### src/rtl/hazard_stall_ctrl.sv
// -----------------------------------------------------------------------------
// hazard_stall_ctrl
// Pipeline interlock controller for the 5-stage MIPS core.
//   - Detects load-use hazards that forwarding cannot cover.
//   - Launches and tracks the shared multi-cycle multiply/divide unit, and
//     holds ID while a mult/div/mfhi/mflo would collide with a busy unit.
//   - Drives PC / IF-ID write enables and the ID/EX bubble.
//   - Keeps a saturating 16-bit count of stall cycles for bring-up.
//
// Ports
//   clk, rst                 core clock (rising edge), async active-high reset
//   id_valid, id_rs, id_rt   ID instruction and its source registers
//   id_uses_rs, id_uses_rt   ID instruction actually reads rs / rt
//   id_md_op                 00 none, 01 mult, 10 div, 11 reserved (none)
//   id_md_read               ID instruction is mfhi/mflo
//   ex_wreg, ex_m2reg, ex_rd EX writeback info (m2reg = load)
//   flush                    squash the ID instruction
//   pc_we, ifid_we           front-end write enables
//   idex_bubble              insert a NOP into ID/EX
//   md_start                 launch pulse to the mult/div unit
//   md_is_div                op of the current/last launch
//   md_busy, md_done         unit occupied / one-cycle result-ready pulse
//   stall_cycles             saturating stall-cycle counter
// -----------------------------------------------------------------------------
module hazard_stall_ctrl #(
    parameter int MUL_LAT = 4,
    parameter int DIV_LAT = 16,
    parameter int CNT_W   = 5
) (
    input  logic        clk,
    input  logic        rst,
    input  logic        id_valid,
    input  logic [4:0]  id_rs,
    input  logic [4:0]  id_rt,
    input  logic        id_uses_rs,
    input  logic        id_uses_rt,
    input  logic [1:0]  id_md_op,
    input  logic        id_md_read,
    input  logic        ex_wreg,
    input  logic        ex_m2reg,
    input  logic [4:0]  ex_rd,
    input  logic        flush,
    output logic        pc_we,
    output logic        ifid_we,
    output logic        idex_bubble,
    output logic        md_start,
    output logic        md_is_div,
    output logic        md_busy,
    output logic        md_done,
    output logic [15:0] stall_cycles
);

    typedef enum logic {MD_IDLE, MD_RUN} md_state_t;

    // Counter reload values: busy lasts LAT cycles counting LAT-1 down to 0.
    localparam logic [CNT_W-1:0] MUL_LOAD = CNT_W'(MUL_LAT - 1);
    localparam logic [CNT_W-1:0] DIV_LOAD = CNT_W'(DIV_LAT - 1);

    md_state_t        r_state, w_state_nxt;
    logic [CNT_W-1:0] r_cnt, w_cnt_nxt;
    logic             r_is_div, w_is_div_nxt;
    logic             r_done, w_done_nxt;
    logic [15:0]      r_stall_cnt;

    logic w_md_op;
    logic w_is_div_op;
    logic w_rs_hit;
    logic w_rt_hit;
    logic w_load_use;
    logic w_md_hazard;
    logic w_stall;
    logic w_start;

    // ---------------- hazard detection (purely combinational) ----------------
    assign w_is_div_op = (id_md_op == 2'b10);
    assign w_md_op     = (id_md_op == 2'b01) | w_is_div_op;

    assign w_rs_hit   = id_uses_rs & (ex_rd == id_rs);
    assign w_rt_hit   = id_uses_rt & (ex_rd == id_rt);
    // r0 is hard-wired zero, so a load "to r0" never produces a dependency.
    assign w_load_use = id_valid & ex_wreg & ex_m2reg & (ex_rd != 5'd0)
                      & (w_rs_hit | w_rt_hit);

    // md_done cycle has md_busy low, so mfhi/mflo and a new launch pass then.
    assign w_md_hazard = id_valid & (r_state == MD_RUN) & (w_md_op | id_md_read);

    assign w_stall = (w_load_use | w_md_hazard) & ~flush;
    assign w_start = id_valid & w_md_op & ~w_stall & ~flush;

    assign pc_we       = ~w_stall;
    assign ifid_we     = ~w_stall;
    assign idex_bubble = w_stall | flush;
    assign md_start    = w_start;

    // ---------------- multiply/divide sequencer ----------------
    always_comb begin
        w_state_nxt  = r_state;
        w_cnt_nxt    = r_cnt;
        w_is_div_nxt = r_is_div;
        w_done_nxt   = 1'b0;
        case (r_state)
            MD_IDLE: begin
                if (w_start) begin
                    w_state_nxt  = MD_RUN;
                    w_cnt_nxt    = w_is_div_op ? DIV_LOAD : MUL_LOAD;
                    w_is_div_nxt = w_is_div_op;
                end
            end
            MD_RUN: begin
                if (r_cnt != '0) begin
                    w_cnt_nxt = r_cnt - 1'b1;
                end else begin
                    w_state_nxt = MD_IDLE;
                    w_done_nxt  = 1'b1;
                end
            end
            default: w_state_nxt = MD_IDLE;
        endcase
    end

    always_ff @(posedge clk or posedge rst) begin
        if (rst) begin
            r_state  <= MD_IDLE;
            r_cnt    <= '0;
            r_is_div <= 1'b0;
            r_done   <= 1'b0;
        end else begin
            r_state  <= w_state_nxt;
            r_cnt    <= w_cnt_nxt;
            r_is_div <= w_is_div_nxt;
            r_done   <= w_done_nxt;
        end
    end

    assign md_busy   = (r_state == MD_RUN);
    assign md_done   = r_done;
    assign md_is_div = r_is_div;

    // ---------------- saturating stall counter ----------------
    always_ff @(posedge clk or posedge rst) begin
        if (rst) begin
            r_stall_cnt <= 16'd0;
        end else if (w_stall && (r_stall_cnt != 16'hFFFF)) begin
            r_stall_cnt <= r_stall_cnt + 16'd1;
        end
    end

    assign stall_cycles = r_stall_cnt;

endmodule

### config.mk
export PLATFORM = sky130hd
export DESIGN_NAME = hazard_stall_ctrl
export DESIGN_NICKNAME = d
export VERILOG_FILES = /design/src/rtl/hazard_stall_ctrl.sv
export SDC_FILE = /design/constraint.sdc
export NUM_CORES = 1
export LEC_CHECK = 0
export ABC_AREA = 1
export BUFFER_PORTS_ARGS = -buffer_cell sky130_fd_sc_hd__clkbuf_2
export CAP_MARGIN = 40
export CELL_PAD_IN_SITES_DETAIL_PLACEMENT = 0
export CELL_PAD_IN_SITES_GLOBAL_PLACEMENT = 1
export CORE_MARGIN = 2
export CORE_UTILIZATION = 30
export DETAILED_ROUTE_END_ITERATION = 8
export GPL_TIMING_DRIVEN = 0
export PLACE_DENSITY_LB_ADDON = 0.1
export SETUP_SLACK_MARGIN = 0.3
export SKIP_LAST_GASP = 1
export SLEW_MARGIN = 5
export SYNTH_ARGS = -nofsm -noshare
export SYNTH_HDL_FRONTEND = slang
export SYNTH_SLANG_ARGS = --single-unit
### constraint.sdc
create_clock -name clk -period 1.9 [get_ports clk]
set_input_delay 0.285 -clock clk [delete_from_list [all_inputs] [get_ports clk]]
set_output_delay 0.285 -clock clk [all_outputs]
set_load 0.01 [all_outputs]
# After elaboration in Yosys (flattened, before gate mapping)
# Index checks and enable logic that the tools add are counted.
# word_totals
regBits	24
word_cells	48
# classes
bitwise_logic	20
n_mux	9
addsub	2
n_reduce_logical	5
n_eq_ne	7
# ops
op	n
adder 16 x 1 -> 16 bit (second input constant)	1
!= test 16 bit (second input constant)	1
bitwise AND 1 bit	12
== test 5 bit	2
two-way mux 5 bit	2
case mux 5 bit (2 select lines)	1
nonzero test 5 bit	2
bitwise OR 1 bit	5
subtractor 5 x 1 -> 5 bit (second input constant)	1
two-way mux 1 bit	4
two-way mux 4 bit	1
AND reduction 2 bit	2
NOT 1 bit	3
== test 2 x 1 -> 1 bit (second input constant)	1
== test 2 bit (second input constant)	1
!= test 2 x 1 -> 1 bit (second input constant)	1
!= test 2 bit (second input constant)	1
case mux 1 bit (2 select lines)	1
logical AND 1 bit	1

# Longest topological paths before layout
# logic_depth
ltp_word	11
ltp_mapped	12

# Worst setup path before layout
# Ideal clock, no wire load.
# synth_path
path_type	register to register
from	register r_stall_cnt[0], in the netlist stall_cycles[0]
to	register r_stall_cnt[2], in the netlist stall_cycles[2]
required_ns	1.778
setup_slack_ns	0.311
path_stages_with_launch	10
arrival_ns	1.467
n_path_buf	1
synth_period_minus_slack_ns	1.589
path_cell_list	dfrtp_1 > ha_1 > nand3_2 > inv_2 > nand2_2 > nor3_2 > nand4_2 > nand3_4 > buf_6 > o21ai_2
# synth_via
elab_chain_len	2
elab_cells_between_ends	3
classes_between	add/sub: 1; eq/ne: 1; reduce/logical: 1
# synth_rtl
item	line	rtl
from (decl)	63	logic [15:0] r_stall_cnt;
from (signal assigned)	144	r_stall_cnt <= r_stall_cnt + 16'd1;
branches (longest 2 deep; another with adder 16 x 1 -> 16 bit)	n/a	
# Parallel ways; which one is timed is not known.
# A chain may end at the register's enable or synchronous reset.

# Worst setup path in the final report
# layout_path
from	input port id_md_op[0]
to	output port pc_we
# layout_via
elab_chain_len	7
elab_cells_between_ends	8
classes_between	eq/ne: 2; bitwise: 6
# layout_rtl
item	line	rtl
from (decl)	37	input logic [1:0] id_md_op,
== test 2 x 1 -> 1 bit / == test 2 bit (equally long branches)	76, 75	
bitwise OR 1 bit (*)	76	assign w_md_op = (id_md_op == 2'b01) | w_is_div_op;
bitwise OR 1 bit (*)	85	assign w_md_hazard = id_valid & (r_state == MD_RUN) & (w_md_op | id_md_read);
bitwise AND 1 bit (*)	85	
bitwise OR 1 bit (*)	87	assign w_stall = (w_load_use | w_md_hazard) & ~flush;
bitwise AND 1 bit (*)	87	
NOT 1 bit (*)	90	assign pc_we = ~w_stall;
to (decl)	43	output logic pc_we,
# Mark *: on every way between the ends. The rest lies on a longest branch, timed or not.

==> results_dict.tcl <==
set metrics [dict create \
    synth_nets 274 \
    cts_buffers 3 \
    yosys.cell_types.count 23 \
    drc_errors 0 \
    hold_class "input port to async pin" \
    final_antenna_net_count 0 \
    vias 1648 \
    synth_top_area_cell "dfrtp_1" \
    path_cells "clkbuf_2 > inv_2 > ha_4 > inv_2 > o211ai_1 > buf_4 > nand2_4 > nand2_2 > buf_6 > clkbuf_2" \
    cts.sinks 24 \
    yosysSeqAreaShare_pct 34.7 \
    area_delta_synth_final_pct 38.9 \
    preCtsSetupSlack_ps 48.1 \
    rows 27 \
    p_per_area_nw_per_um2 819 \
    critPathMaxFanout 3 \
    hpwl_mm 3.28 \
    grt_pass1_wl_mm 7.27 \
    cp_slowest_stage_delay_ps 250 \
    ir_worst_vdd_v 0.000489 \
    status "finished, violations left" \
    core_sq_um 5540 \
    end_kind "output port" \
    clockRootBuffer "clkbuf_8" \
    worst_ep_required_time_ps 1620 \
    hold_viol_final 8 \
    synth.avg_cell_area_sq_um 7.09 \
    setup.worst_path.start "id_md_op[0]" \
    grt_pass1_vias 1571 \
    syn-cell-area_sq_um 1730 \
    routed_wl_mm 4.33 \
    first_pass_iters 4 \
    grt-ovfl-total 0 \
    cts.clk_slew.worst_paths_ps 90 \
    yosys-top-cells-area "dfrtp_1 (35%), nand2_1 (16%), inv_1 (8.5%)" \
    slowest_stage "ha_4" \
    p_seq_share_pct 37.0 \
    initial_core_util_pct 31.2 \
    leakage_nw 1.22 \
    finalMaxSlewViolations 0 \
    drtIter0Drc 64 \
    grt_max_degree 17 \
    dieHeight_um 79.9 \
    clock_latency_ps 270 \
    ios 49 \
    synth_top_area_share_pct 34.7 \
    fin_ws_ps 292 \
    worstMarginPinSlew_ps 459 \
    synth_warnings 0 \
    fin_nets 344 \
    drive_gt1_share_pct 38.5 \
    combinationalPowerShare_pct 47.4 \
    internal_power_mw 1.19 \
    wl_per_cell_um 11.3 \
    antenna_cells 0 \
    period_needed_ps 1610 \
    skew_ps 5.96 \
    failed_checks "hold timing" \
    p_switching_mw 0.783 \
    htree_levels 1 \
    fin_tns_setup_ps 0 \
    die_area_sq_um 6390 \
    cp.arrival_ps 1320 \
    gp_congestion 0.778 \
    die_w_um 79.9 \
    period_share_pct 84.6 \
    ctsLongestPathBuffers 2 \
    antenna_found_initial 0 \
    ys_seq_elements 24 \
    track_usage_pct 14.6 \
    r2r-start "stall_cycles[1]" \
    setup_viol_count_final 0 \
    pwr-share-clk_pct 15.6 \
    grt_setup_unrepaired "true" \
    cts_tree "built" \
    portBuffers 48 \
    max-cap-violations 0 \
    slew_headroom_pct 69.4 \
    critPathLaunchType "input port" \
    synthCells 244 \
    via_per_inst 4.29 \
    fmax_mhz 622 \
    worstSetupPathType "input port to output port" \
    finalHoldWorstSlack_ps -6.41 \
    power.share.switching_pct 39.8 \
]
[state kept, by name, indices dropped and copies added, names as in the netlist]
signal / count
md_busy: 1
md_done: 1
md_is_div: 1
r_cnt: 5
stall_cycles: 16
[critical path, delay by kind of cell]
| kind | cells | cell delay [ps] |
|---|---|---|
| compound gates | 1 | 140 |
| fa+ha+maj | 1 | 250 |
| buf+inv | 6 | 520 |
| simple gates | 2 | 120 |
[area by class of cell]
type | instances | area [sq um]
timing repair buffer | 65 | 432
buffer | 4 | 61.3
clock buffer | 3 | 41.3
multi-input combinational | 170 | 1000
inverter | 46 | 173
sequential | 24 | 604
fill | 605 | 3140
tap | 72 | 90.1
[Yosys cell counts (all sizes together)]
cell    count
o211ai      1
nor3        4
nand2      79
ha          4
inv        46
xnor2       7
o21ai      19
buf         4
nand4       5
xor2        9
nand3      19
nor2       23
dfrtp      24
[metrics by stage]
step           utilization (%)  hold WS, ps  cell area [sq um]  instances  total power [mW]
5_1_grt                   43.4         19.4               2400        384              2.16
3_5_place_dp              37.7          303               2090        365              1.48
4_1_cts                   40.3         1.83               2230        377              1.90
3_3_place_gp              37.2          479               2060        364              1.48
6_report                  43.4        -6.41               2400        384              1.97
2_1_floorplan                -          300               1730        244              1.24
[power groups by stage]
stage	Combinational [mW]	Sequential (mW)	Clock [mW]
2_1_floorplan	0.495	0.750	0
3_3_place_gp	0.722	0.753	0
3_5_place_dp	0.730	0.752	0
4_1_cts	0.864	0.711	0.325
5_1_grt	1.07	0.745	0.351
6_report	0.934	0.728	0.306
[cells by family after synthesis]
family          share of synthesized area, %
compound gates                          7.88
buf+inv                                 12.4
xor+xnor                                8.10
simple gates                            34.1
fa+ha+maj                               2.89
flops                                   34.7
[cell usage in the layout, fill, tap and decap left out, types with 2 or more instances in the layout]
cell type	n
xnor2_1	7
nor3_1	2
nor3_2	2
o21ai_2	13
nand2_4	2
nand3_4	2
dfrtp_1	21
buf_8	2
o21ai_1	3
nor2_1	22
dfrtp_2	3
clkbuf_16	2
o21ai_0	3
ha_4	2
clkbuf_8	3
buf_4	15
inv_1	36
nand2_1	66
clkbuf_2	46
xor2_1	9
buf_6	2
nand2_2	11
nand4_1	3
inv_2	10
ha_1	2
nand3_1	17
[timing repair]
item,in CTS,in global routing
hold buffers,0,0
setup endpoints to repair,19,20
gates cloned,0,2
setup buffers,9,5
resized for setup,10,24
pin swaps,5,5
[final timing paths]
kind / to / slack, ps / cells after the start
setup reg to reg: stall_cycles[7] / 300 / 10
hold / removal: stall_cycles[4] / -6 / 2
min in group clk: stall_cycles[0] / 420 / 4
setup / recovery: pc_we / 290 / 10
hold reg to reg: md_is_div / 500 / 2
max in group asynchronous: stall_cycles[0] / 1450 / 3
[per-layer routing]
metal | track usage (%) | wire length (um)
met1 | 19.2 | 2050
met4 | 3.56 | 23
met5 | 0 | 0
met3 | 2.71 | 158
met2 | 24.4 | 2100
(Power assumes the default switching activity.)
